==> src/rtl/pgm_gfx_ddram_responder_if.sv <==
// Graphics-ROM read bus: video-side word handshake plus the
// DDRAM Avalon burst master, as seen from the responder.
interface pgm_gfx_ddram_responder_if;
  logic        ddram_rd;
  logic [28:0] ddram_addr;
  logic        ddram_busy;
  logic [63:0] ddram_dout;
  logic        ddram_dout_ready;
  logic [28:0] avl_addr;
  logic [7:0]  avl_burstcnt;
  logic [7:0]  avl_be;
  logic        avl_rd;
  logic        avl_busy;
  logic [63:0] avl_dout;
  logic        avl_dout_ready;

  modport slave (
    input  ddram_rd, ddram_addr,
    input  avl_busy, avl_dout, avl_dout_ready,
    output ddram_busy, ddram_dout, ddram_dout_ready,
    output avl_addr, avl_burstcnt, avl_be, avl_rd
  );

  modport master (
    output ddram_rd, ddram_addr,
    output avl_busy, avl_dout, avl_dout_ready,
    input  ddram_busy, ddram_dout, ddram_dout_ready,
    input  avl_addr, avl_burstcnt, avl_be, avl_rd
  );
endinterface

==> src/rtl/pgm_gfx_ddram_responder.sv <==
// PGM graphics-ROM responder: one 4-word line buffer in front of
// a 4-beat DDRAM Avalon burst reader.
module pgm_gfx_ddram_responder #(
  parameter logic [28:0] BASE_ADDR  = 29'h0300_0000,
  parameter int unsigned LINE_WORDS = 4
) (
  input  logic clk,
  input  logic reset,
  input  logic invalidate_i,
  pgm_gfx_ddram_responder_if.slave bus
);

  localparam int IW = $clog2(LINE_WORDS);
  localparam int TW = 29 - IW;

  typedef enum logic [2:0] {
    S_IDLE,
    S_ISSUE,
    S_FILL,
    S_RESP,
    S_RELEASE
  } state_e;

  state_e         state_q;
  logic           busy_q;
  logic [63:0]    dout_q;
  logic           rdy_q;
  logic [28:0]    avl_addr_q;
  logic           avl_rd_q;
  logic           valid_q;
  logic [TW-1:0]  tag_q;
  logic [28:0]    req_q;
  logic [IW-1:0]  beat_q;
  logic           inval_q;
  logic [63:0]    line_q [LINE_WORDS];

  logic [IW-1:0]  rd_idx;
  logic [IW-1:0]  req_idx;
  logic           hit;
  logic [28:0]    miss_addr_d;
  logic [63:0]    fill_word_d;
  logic           last_beat;

  assign rd_idx  = bus.ddram_addr[IW-1:0];
  assign req_idx = req_q[IW-1:0];

  // A coincident invalidate forces the lookup to miss.
  assign hit = valid_q && !invalidate_i &&
               (tag_q == bus.ddram_addr[28:IW]);

  assign miss_addr_d = BASE_ADDR +
                       {bus.ddram_addr[28:IW], {IW{1'b0}}};

  assign last_beat = (beat_q == IW'(LINE_WORDS - 1));

  assign fill_word_d = (req_idx == beat_q) ? bus.avl_dout
                                           : line_q[req_idx];

  always_ff @(posedge clk) begin
    if (reset) begin
      state_q    <= S_IDLE;
      busy_q     <= 1'b0;
      dout_q     <= '0;
      rdy_q      <= 1'b0;
      avl_addr_q <= '0;
      avl_rd_q   <= 1'b0;
      valid_q    <= 1'b0;
      tag_q      <= '0;
      req_q      <= '0;
      beat_q     <= '0;
      inval_q    <= 1'b0;
      for (int i = 0; i < LINE_WORDS; i++) line_q[i] <= '0;
    end else begin
      unique case (state_q)
        S_IDLE: begin
          if (invalidate_i) valid_q <= 1'b0;
          if (bus.ddram_rd) begin
            req_q  <= bus.ddram_addr;
            busy_q <= 1'b1;
            if (hit) begin
              dout_q  <= line_q[rd_idx];
              rdy_q   <= 1'b1;
              state_q <= S_RESP;
            end else begin
              avl_addr_q <= miss_addr_d;
              avl_rd_q   <= 1'b1;
              state_q    <= S_ISSUE;
            end
          end
        end
        S_ISSUE: begin
          if (invalidate_i) inval_q <= 1'b1;
          if (!bus.avl_busy) begin
            avl_rd_q <= 1'b0;
            beat_q   <= '0;
            state_q  <= S_FILL;
          end
        end
        S_FILL: begin
          if (invalidate_i) inval_q <= 1'b1;
          if (bus.avl_dout_ready) begin
            line_q[beat_q] <= bus.avl_dout;
            beat_q         <= beat_q + 1'b1;
            if (last_beat) begin
              tag_q   <= req_q[28:IW];
              valid_q <= !inval_q && !invalidate_i;
              inval_q <= 1'b0;
              dout_q  <= fill_word_d;
              rdy_q   <= 1'b1;
              state_q <= S_RESP;
            end
          end
        end
        S_RESP: begin
          if (invalidate_i) valid_q <= 1'b0;
          rdy_q   <= 1'b0;
          state_q <= S_RELEASE;
        end
        S_RELEASE: begin
          if (invalidate_i) valid_q <= 1'b0;
          // Hold off until the requester drops its level request.
          if (!bus.ddram_rd) begin
            busy_q  <= 1'b0;
            state_q <= S_IDLE;
          end
        end
        default: begin
          busy_q  <= 1'b0;
          state_q <= S_IDLE;
        end
      endcase
    end
  end

  assign bus.ddram_busy       = busy_q;
  assign bus.ddram_dout       = dout_q;
  assign bus.ddram_dout_ready = rdy_q;
  assign bus.avl_addr         = avl_addr_q;
  assign bus.avl_rd           = avl_rd_q;
  assign bus.avl_burstcnt     = 8'(LINE_WORDS);
  assign bus.avl_be           = 8'hFF;

endmodule

==> src/flat_wrapper.sv <==
// flat-port wrapper written by rule: the top's interface ports become plain ports
module pgm_gfx_ddram_responder_flat 
#(
  parameter logic [28:0] BASE_ADDR  = 29'h0300_0000,
  parameter int unsigned LINE_WORDS = 4
)
  (clk, reset, invalidate_i, bus_ddram_rd, bus_ddram_addr, bus_avl_busy, bus_avl_dout, bus_avl_dout_ready, bus_ddram_busy, bus_ddram_dout, bus_ddram_dout_ready, bus_avl_addr, bus_avl_burstcnt, bus_avl_be, bus_avl_rd);
  pgm_gfx_ddram_responder_if bus_i ();
  input  logic clk;
  input  logic reset;
  input  logic invalidate_i;
  input wire logic [$bits(bus_i.ddram_rd)-1:0] bus_ddram_rd;
  input wire logic [$bits(bus_i.ddram_addr)-1:0] bus_ddram_addr;
  input wire logic [$bits(bus_i.avl_busy)-1:0] bus_avl_busy;
  input wire logic [$bits(bus_i.avl_dout)-1:0] bus_avl_dout;
  input wire logic [$bits(bus_i.avl_dout_ready)-1:0] bus_avl_dout_ready;
  output wire logic [$bits(bus_i.ddram_busy)-1:0] bus_ddram_busy;
  output wire logic [$bits(bus_i.ddram_dout)-1:0] bus_ddram_dout;
  output wire logic [$bits(bus_i.ddram_dout_ready)-1:0] bus_ddram_dout_ready;
  output wire logic [$bits(bus_i.avl_addr)-1:0] bus_avl_addr;
  output wire logic [$bits(bus_i.avl_burstcnt)-1:0] bus_avl_burstcnt;
  output wire logic [$bits(bus_i.avl_be)-1:0] bus_avl_be;
  output wire logic [$bits(bus_i.avl_rd)-1:0] bus_avl_rd;
  assign bus_i.ddram_rd = bus_ddram_rd;
  assign bus_i.ddram_addr = bus_ddram_addr;
  assign bus_i.avl_busy = bus_avl_busy;
  assign bus_i.avl_dout = bus_avl_dout;
  assign bus_i.avl_dout_ready = bus_avl_dout_ready;
  assign bus_ddram_busy = bus_i.ddram_busy;
  assign bus_ddram_dout = bus_i.ddram_dout;
  assign bus_ddram_dout_ready = bus_i.ddram_dout_ready;
  assign bus_avl_addr = bus_i.avl_addr;
  assign bus_avl_burstcnt = bus_i.avl_burstcnt;
  assign bus_avl_be = bus_i.avl_be;
  assign bus_avl_rd = bus_i.avl_rd;
  pgm_gfx_ddram_responder #(.BASE_ADDR(BASE_ADDR), .LINE_WORDS(LINE_WORDS)) u_core (.clk(clk), .reset(reset), .invalidate_i(invalidate_i), .bus(bus_i));
endmodule
==> config.mk <==
export PLATFORM = sky130hd
export DESIGN_NAME = pgm_gfx_ddram_responder_flat
export DESIGN_NICKNAME = d
export VERILOG_FILES = /design/src/rtl/pgm_gfx_ddram_responder_if.sv /design/src/rtl/pgm_gfx_ddram_responder.sv /design/src/flat_wrapper.sv
export SDC_FILE = /design/constraint.sdc
export NUM_CORES = 1
export LEC_CHECK = 0
export ABC_AREA = 0
export CAP_MARGIN = 20
export CELL_PAD_IN_SITES_DETAIL_PLACEMENT = 0
export CELL_PAD_IN_SITES_GLOBAL_PLACEMENT = 1
export CORE_AREA = 5 5 267 321
export CTS_BUF_LIST = sky130_fd_sc_hd__clkbuf_8 sky130_fd_sc_hd__clkbuf_16
export DETAILED_ROUTE_END_ITERATION = 10
export DIE_AREA = 0 0 272 326
export PLACE_DENSITY = 0.53
export REMOVE_ABC_BUFFERS = 1
export SLEW_MARGIN = 25
export SYNTH_ARGS = -nofsm -noshare
export SYNTH_HDL_FRONTEND = slang
export SYNTH_SLANG_ARGS = --single-unit
==> constraint.sdc <==
create_clock -name clk -period 3.9 [get_ports clk]
set_clock_uncertainty 0.1 [all_clocks]
set_input_delay 0.78 -clock clk [delete_from_list [all_inputs] [get_ports clk]]
set_output_delay 0.78 -clock clk [all_outputs]
set_load 0.01 [all_outputs]
Yosys cells after proc, flatten, opt, wreduce, memory -nomap -nowiden
Memory sizes are Yosys's and may differ from the RTL's. A register that Yosys moved wholly into a read port is not among the register bits.
Cells that the tools add are included.
{"block": "classes", "addsub": 2, "n_eq_ne": 15, "n_mux": 47, "n_bitwise": 2, "n_reduce_logical": 24}
{"cell": "two-way mux 64 bit", "count": 6}
{"cell": "one-hot mux 64 bit (2 select lines)", "count": 1}
{"cell": "OR reduction 64 bit", "count": 1}
{"cell": "adder 26 x 29 -> 29 bit, first input constant", "count": 1}
{"cell": "== test 27 bit", "count": 1}
{"cell": "two-way mux 1 bit", "count": 22}
{"cell": "two-way mux 3 bit", "count": 5}
{"cell": "one-hot mux 3 bit (5 select lines)", "count": 1}
{"cell": "AND reduction 5 bit", "count": 3}
{"cell": "two-way mux 2 bit", "count": 6}
{"cell": "AND reduction 3 bit", "count": 4}
{"cell": "!= test 2 bit, second input constant", "count": 5}
{"cell": "AND reduction 4 bit", "count": 2}
{"cell": "nonzero test 2 bit", "count": 4}
{"cell": "== test 3 x 2 -> 1 bit, second input constant", "count": 2}
{"cell": "!= test 2 x 1 -> 1 bit, second input constant", "count": 3}
{"cell": "one-hot mux 1 bit (2 select lines)", "count": 3}
{"cell": "one-hot mux 1 bit (3 select lines)", "count": 2}
{"cell": "OR reduction 3 bit", "count": 2}
{"cell": "one-hot mux 2 bit (2 select lines)", "count": 1}
{"cell": "== test 3 x 1 -> 1 bit, second input constant", "count": 1}
{"cell": "== test 3 bit, second input constant", "count": 1}
{"cell": "logical AND 1 bit", "count": 3}
{"cell": "zero test 3 bit", "count": 1}
{"cell": "other kinds (7)", "count": 9}
{"block": "word_totals", "regBits": 159, "mem_bits_rw": 256, "in_bits": 99, "word_cells": 102, "memories": 1}
{"name": "u_core.line_q", "words": 4, "width": 64, "rd": 2, "rd_clocked_by_memory_dff": 1, "wr": 4, "line_no": "pgm_gfx_ddram_responder.sv:35", "rtl": "logic [63:0] line_q [LINE_WORDS];"}

Depth between registers and ports, before layout
Gate-level depths: netlist of the first run.
{"block": "logic_depth", "word_depth": 6, "mapped_depth": 10, "depth_no_buf": 6}

Worst setup path before layout of the first run
Ideal clock, no wire load.
{"block": "synth_timing", "path_kind": "in2reg", "startpoint": "input port reset", "endpoint": "memory u_core.line_q[3][0], enable pin", "setup_ns": 0.425, "t_arrival_ns": 3.042, "required_time_ns": 3.375, "setup_slack_ns": 0.332, "path_stages": 4, "path_buffers": 3, "cell_sequence": "clkbuf_1 > clkbuf_1 > clkbuf_1 > a41o_1"}
{"item": "from (decl)", "line_no": "flat_wrapper.sv:10", "rtl": "input logic reset;"}
{"item": "to (decl)", "line_no": "pgm_gfx_ddram_responder.sv:35"}

==> results.yml, run 1 <==
yosys:
  synth_compound_area_frac: 0.0518
  synth-edff-count: 256
  yosys.area_share.simple: 0.175
  synth_top_flop_cell: "edfxtp_1"
  synthAdderAreaFrac: 0.00123
  synth_area_sq_um: 20300
  synthXorXnorAreaFrac: 0.0142
  synth-async-reset-ratio: 0
  synth.largest_area_cell: "edfxtp_1"
  yosys_warnings: 0
  synth_top_area_share: 0.378
  ys_seq_area_frac: 0.535
  yosys_register_bits: 415
  yosysUniqueCellTypes: 40
  synthMuxAreaShare: 0.186
  syn_area_per_cell_sq_um: 12.2
  synth_top_family_by_area: "multiplexers"
  synth.area.top_cells: "edfxtp_1 (38%), dfxtp_1 (16%), mux4_2 (14%), and2_1 (8.0%), nand2_1 (4.6%)"
  synthCells: 1668
setup_path:
  crit_chain: "and2_4 -> nand2_1 -> or2_4 -> nor3b_4 -> buf_4 -> and2_1"
  startpoint: "u_core.state_q[1]"
  crit_buf_inv: 1
  reg2reg_setup_slack_ns: 1.14
  crit_family: "simple AND/OR/NAND/NOR gates"
  r2r_cells: 6
  worstReg2RegEnd: "u_core.line_q[2][55]"
  start_kind: "flip-flop"
  cp.required_ns: 4.25
  end_kind: "flip-flop"
  cpPeakStageDelay_ns: 0.73
  worstPathMaxFanout: 64
  crit_type: "flip-flop to flip-flop"
  cp_data_arrival_time_ns: 3.11
  critPathSlowestCell: "buf_4"
  reg2reg_from: "u_core.state_q[1]"
timing:
  period_minus_slack_ns: 2.76
  tightest_slew_ns: 0.928
  rsz0062_at_grt: "no"
  hold_viol: 0
  period_share: 0.706
  timing.fmax_ghz: 0.363
  max_slew_margin: 0.381
  fin_tns_setup_ns: 0
  setup_viol: 0
  drv_slew: 0
  hold_slack_ns: 0.352
clocking:
  cts_buffers: 51
  postCtsHoldBufs: 0
  htreeDepth: 2
  clk_pin_slew_ns: 0.06
  cts_root_buf: "clkbuf_16"
  cts_resized: 0
  cts_buffer_depth: 3
  cts_setup_buffers: 0
  cts_sinks: 415
  clk_latency_ns: 0.60
  cts_tree: "yes"
global_route:
  grt_use_met3: 0.0324
  grt_overflow: 0
  grt_util_all_layers: 0.139
  grt_pass1_vias: 14300
  grt_max_degree: 101
  grt_busiest_layer: "met2"
  met2_usage: 0.246
  antenna_found_initial: 9
  use_met1: 0.172
  grt_first_pass_wirelength_mm: 93.6
detailed_routing:
  postRouteAntennaNets: 0
  wl_mm: 63.3
  drt_iter0_markers: 796
  dr.pass1.iters: 7
  wl_per_cell_microns: 21.6
  drc_errors: 0
  vias_per_cell: 4.63
  vias: 13600
pwr:
  power_mw: 10.5
  p_per_area_nw_per_um2: 420
  p_leak_nw: 9.08
  irDropWorstVdd_v: 0.000303
finish:
  final_common_cell: "and2_1"
  fillCellCount: 8252
  fin_nets: 1920
  area_delta_synth_final_pct: 23.2
  drive_gt1_frac: 0.140
  fin_cells: 2931
  mostFrequentLayoutCells: "and2_1 (257), edfxtp_1 (256), nand2_1 (248)"
die:
  std_cell_rows: 116
  core_sq_um: 82600
  dieArea_sq_um: 88700
  die_h_microns: 326
  die_w_microns: 272
  ios: 211
  start_util: 0.246
run:
  timing.max_cap.violations: 0
status:
  status: "complete, no violations"
place:
  dp_cells: 2828
  dpl.hpwl_mm: 36.4
  portBuffers: 192
  place_congestion: 0.721
worst_hold_path:
  hold_depth: 2
  hp-class: "flip-flop to flip-flop"
  hp-start: "u_core.req_q[17]"
  hold_end: "u_core.tag_q[15]"
## where the power goes
part           leakage (nW)  switching (mW)  internal, mW
clock network         0.836            1.93          2.53
logic                  4.31           0.630         0.532
registers              3.94          0.0998          4.80
total                  9.08            2.66          7.86
## stage by stage
step / utilization / instance area (sq um) / setup slack, ns
2_1_floorplan: - / 19600 / -2.21
3_3_place_gp: 0.284 / 23500 / 0.497
3_5_place_dp: 0.284 / 23500 / 0.523
4_1_cts: 0.303 / 25000 / 1.11
5_1_grt: 0.303 / 25000 / 0.979
6_report: 0.303 / 25100 / 1.14
## worst max-delay path by stage
stage	cells after the start	end
after floorplan	6	u_core.line_q[2][0]
after CTS	6	u_core.line_q[2][22]
final	6	u_core.line_q[2][55]
after global placement	9	u_core.bus.ddram_dout[24]
after global routing	6	u_core.line_q[2][2]
after detailed placement	9	u_core.bus.ddram_dout[32]
## cell usage after synthesis, types with 3 or more instances
master    count
nor3_1        3
buf_1        13
inv_1         4
xnor2_1      31
dfxtp_1     159
clkbuf_2     16
o21ai_0       5
nand2_1     249
edfxtp_1    256
nand3_1       3
a211oi_1      4
a31oi_1       4
a21oi_1      63
nor2_1      100
or2_2         3
mux2i_1      88
nand4_1       7
clkbuf_1     68
mux4_2      128
a311o_1      64
buf_6         6
nand2b_1     65
buf_2        22
buf_4        25
and2_1      259
## layer usage
| layer | vias to the layer above | part of all wire |
|---|---|---|
| met5 | - | 0.00013 |
| met4 | 2 | 0.021 |
| met1 | 6859 | 0.42 |
| met2 | 351 | 0.50 |
| li1 | 6276 | - |
| met3 | 86 | 0.060 |
## cells by family (layout without fill, tap and decap cells)
kind of cell,after synthesis,in the layout
simple gates,703,703
flops,415,415
mux,217,217
buf+inv,154,331
compound gates,142,142
xor+xnor,33,33
fa+ha+maj,2,2
other cells,2,26
## sequential cells by signal (all words and copies together) (netlist names), named ones only
signal / count
u_core.bus.ddram_dout: 64
u_core.line_q: 256
u_core.bus.avl_rd: 1
u_core.inval_q: 1
u_core.req_q: 29
u_core.valid_q: 1
u_core.bus.ddram_busy: 1
u_core.state_q: 3
u_core.bus.avl_addr: 27
u_core.bus.ddram_dout_ready: 1
u_core.tag_q: 27
u_core.beat_q: 2
## final cells by class
class	instances	area, sq um	area share
clock buffers	54	1340	0.0535
clock inverters	41	215	0.00859
flip-flops and latches	415	10900	0.434
repair buffers	232	2420	0.0968
multi-input cells	1115	8840	0.353
well taps	1062	1330	0.0530
diodes	8	20.0	0.000799
inverters	4	15.0	0.000599
## worst reg2reg max path: stages (launching register included)
cell and delay (ns):
dfxtp_1 0.56, and2_4 0.28, nand2_1 0.16, or2_4 0.31
nor3b_4 0.23, buf_4 0.73, and2_1 0.25
(Power assumes the default switching activity.)
==> run 2, diff against run 1 <==
Settings changed: PLACE_DENSITY 0.53 to 0.55.
Clock period 3.9 ns to 2.45 ns, I/O delays scaled along.
==> results.yml, run 2 (synthesized netlist as in run 1, its figures left out) <==
global_route:
  grt_overflow: 0
  antenna_found_initial: 2
  met2_usage: 0.237
  grt_first_pass_wirelength_mm: 93.7
  grt_pass1_vias: 14500
  grt_use_met3: 0.0278
  grt_max_degree: 82
  grt_busiest_layer: "met2"
  grt_util_all_layers: 0.138
  use_met1: 0.180
timing:
  max_slew_margin: 0.606
  hold_viol: 0
  tightest_slew_ns: 0.591
  fin_tns_setup_ns: 0
  setup_viol: 0
  hold_slack_ns: 0.349
  period_share: 0.911
  period_minus_slack_ns: 2.23
  rsz0062_at_grt: "no"
  timing.fmax_ghz: 0.448
  drv_slew: 0
setup_path:
  end_kind: "output port"
  start_kind: "flip-flop"
  cpPeakStageDelay_ns: 0.69
  reg2reg_setup_slack_ns: 0.22
  worstPathMaxFanout: 2
  reg2reg_from: "u_core.state_q[2]"
  crit_buf_inv: 1
  cp_data_arrival_time_ns: 1.64
  crit_family: "buffers and inverters"
  crit_type: "flip-flop to output port"
  critPathSlowestCell: "clkdlybuf4s50_1"
  r2r_cells: 7
  cp.required_ns: 1.86
  crit_chain: "clkdlybuf4s50_1"
  worstReg2RegEnd: "u_core.line_q[2][13]"
pwr:
  power_frac_seq: 0.444
  internal_power_mw: 13.2
  power_mw: 17.5
  irDropWorstVdd_v: 0.000471
  clockPowerShare: 0.440
  p_sw_frac: 0.244
  p_per_area_nw_per_um2: 673
  p_switching_mw: 4.26
  comb_power_share: 0.116
  p_leak_nw: 9.53
worst_hold_path:
  hp-start: "u_core.req_q[15]"
  hold_end: "u_core.tag_q[13]"
  hp-class: "flip-flop to flip-flop"
  hold_depth: 2
clocking:
  clk_latency_ns: 0.60
  cts_sinks: 415
  cts_buffers: 49
  cts_resized: 0
  postCtsHoldBufs: 0
  htreeDepth: 2
  cts_root_buf: "clkbuf_16"
  cts_tree: "yes"
  clk_pin_slew_ns: 0.06
  cts_buffer_depth: 3
  cts_setup_buffers: 0
finish:
  drive_gt1_frac: 0.169
  fin_nets: 1976
  regMostFlops: "u_core.line_q"
  area_delta_synth_final_pct: 27.5
  fin_util: 0.314
  fin_cells: 2979
  final_common_cell: "and2_1"
  mostFrequentLayoutCells: "and2_1 (257), edfxtp_1 (256), nand2_1 (248)"
  largest_reg_flops: 256
detailed_routing:
  wl_mm: 62.5
  drc_errors: 0
  wl_per_cell_microns: 21.0
  dr.pass1.iters: 5
  postRouteAntennaNets: 0
  vias: 13800
  vias_per_cell: 4.63
  drt_iter0_markers: 1004
die:
  die_h_microns: 326
  start_util: 0.246
  die_w_microns: 272
  core_sq_um: 82600
  ios: 211
  std_cell_rows: 116
  dieArea_sq_um: 88700
status:
  status: "complete, no violations"
place:
  dpl.hpwl_mm: 38.5
  place_congestion: 0.722
  dp_cells: 2886
  portBuffers: 192
run:
  timing.max_cap.violations: 0
==> run 2: changes by cell type in the layout (fill, tap and decap cells not counted), sizes merged <==
cell / delta
diode: -5
clkbuf: +6
bufinv: +3
clkinv: -10
inv: -1
buf: +58
clkinvlp: -3
==> run 2: worst max path at each step <==
stage / from / end / slack, ns / cells after the start
detailed placement: bus_ddram_addr[21] / u_core.bus.ddram_dout[28] / -0.34 / 8
finish: u_core.bus.ddram_dout[37] / bus_ddram_dout[37] / 0.22 / 1
global route: u_core.state_q[2] / u_core.line_q[2][2] / 0.1 / 7
CTS: u_core.bus.ddram_dout[37] / bus_ddram_dout[37] / 0.17 / 1
floorplan: u_core.state_q[0] / u_core.line_q[2][0] / -3.66 / 6
global placement: bus_ddram_addr[21] / u_core.bus.ddram_dout[14] / -0.34 / 8
==> run 2: power by group through the flow <==
stage | combinational (mW) | clock [mW] | sequential, mW
after CTS | 2.07 | 7.98 | 7.76
after detailed placement | 2.06 | 0 | 7.91
after floorplan | 0.958 | 0 | 7.94
after global placement | 2.05 | 0 | 7.88
after global routing | 2.19 | 8.22 | 7.78
final | 2.02 | 7.68 | 7.76
==> run 2: metal layers <==
metal	vias up	part of all wire
met2	378	0.49
met1	6951	0.44
met4	0	0.019
met3	71	0.052
met5	-	0
li1	6380	-
==> run 2: cell type report <==
type	count	area, sq um
clock buffer	60	1450
multi-input combinational	1115	8840
fill	8282	56700
sequential	415	10900
clock inverter	30	272
inverter	4	15.0
tap	1062	1330
timing repair buffer	290	3140
antenna	3	7.51
==> run 2: through the flow <==
stage | cell area (sq um) | setup slack [ns]
2_1_floorplan | 19600 | -3.66
3_3_place_gp | 24200 | -0.339
3_5_place_dp | 24200 | -0.337
4_1_cts | 25900 | 0.169
5_1_grt | 25900 | 0.0970
6_report | 25900 | 0.219
==> run 2: worst min-delay path, stage by stage (launching register included) <==
cell	delay (ns)
dfxtp_1	0.31
nand2_1	0.05
a21oi_1	0.05
==> run 3, diff against run 2 <==
Settings changed: CAP_MARGIN 20 to 0.
==> results of run 3 <==
No change in the layout: final DEF, timing and power equal those of run 2.
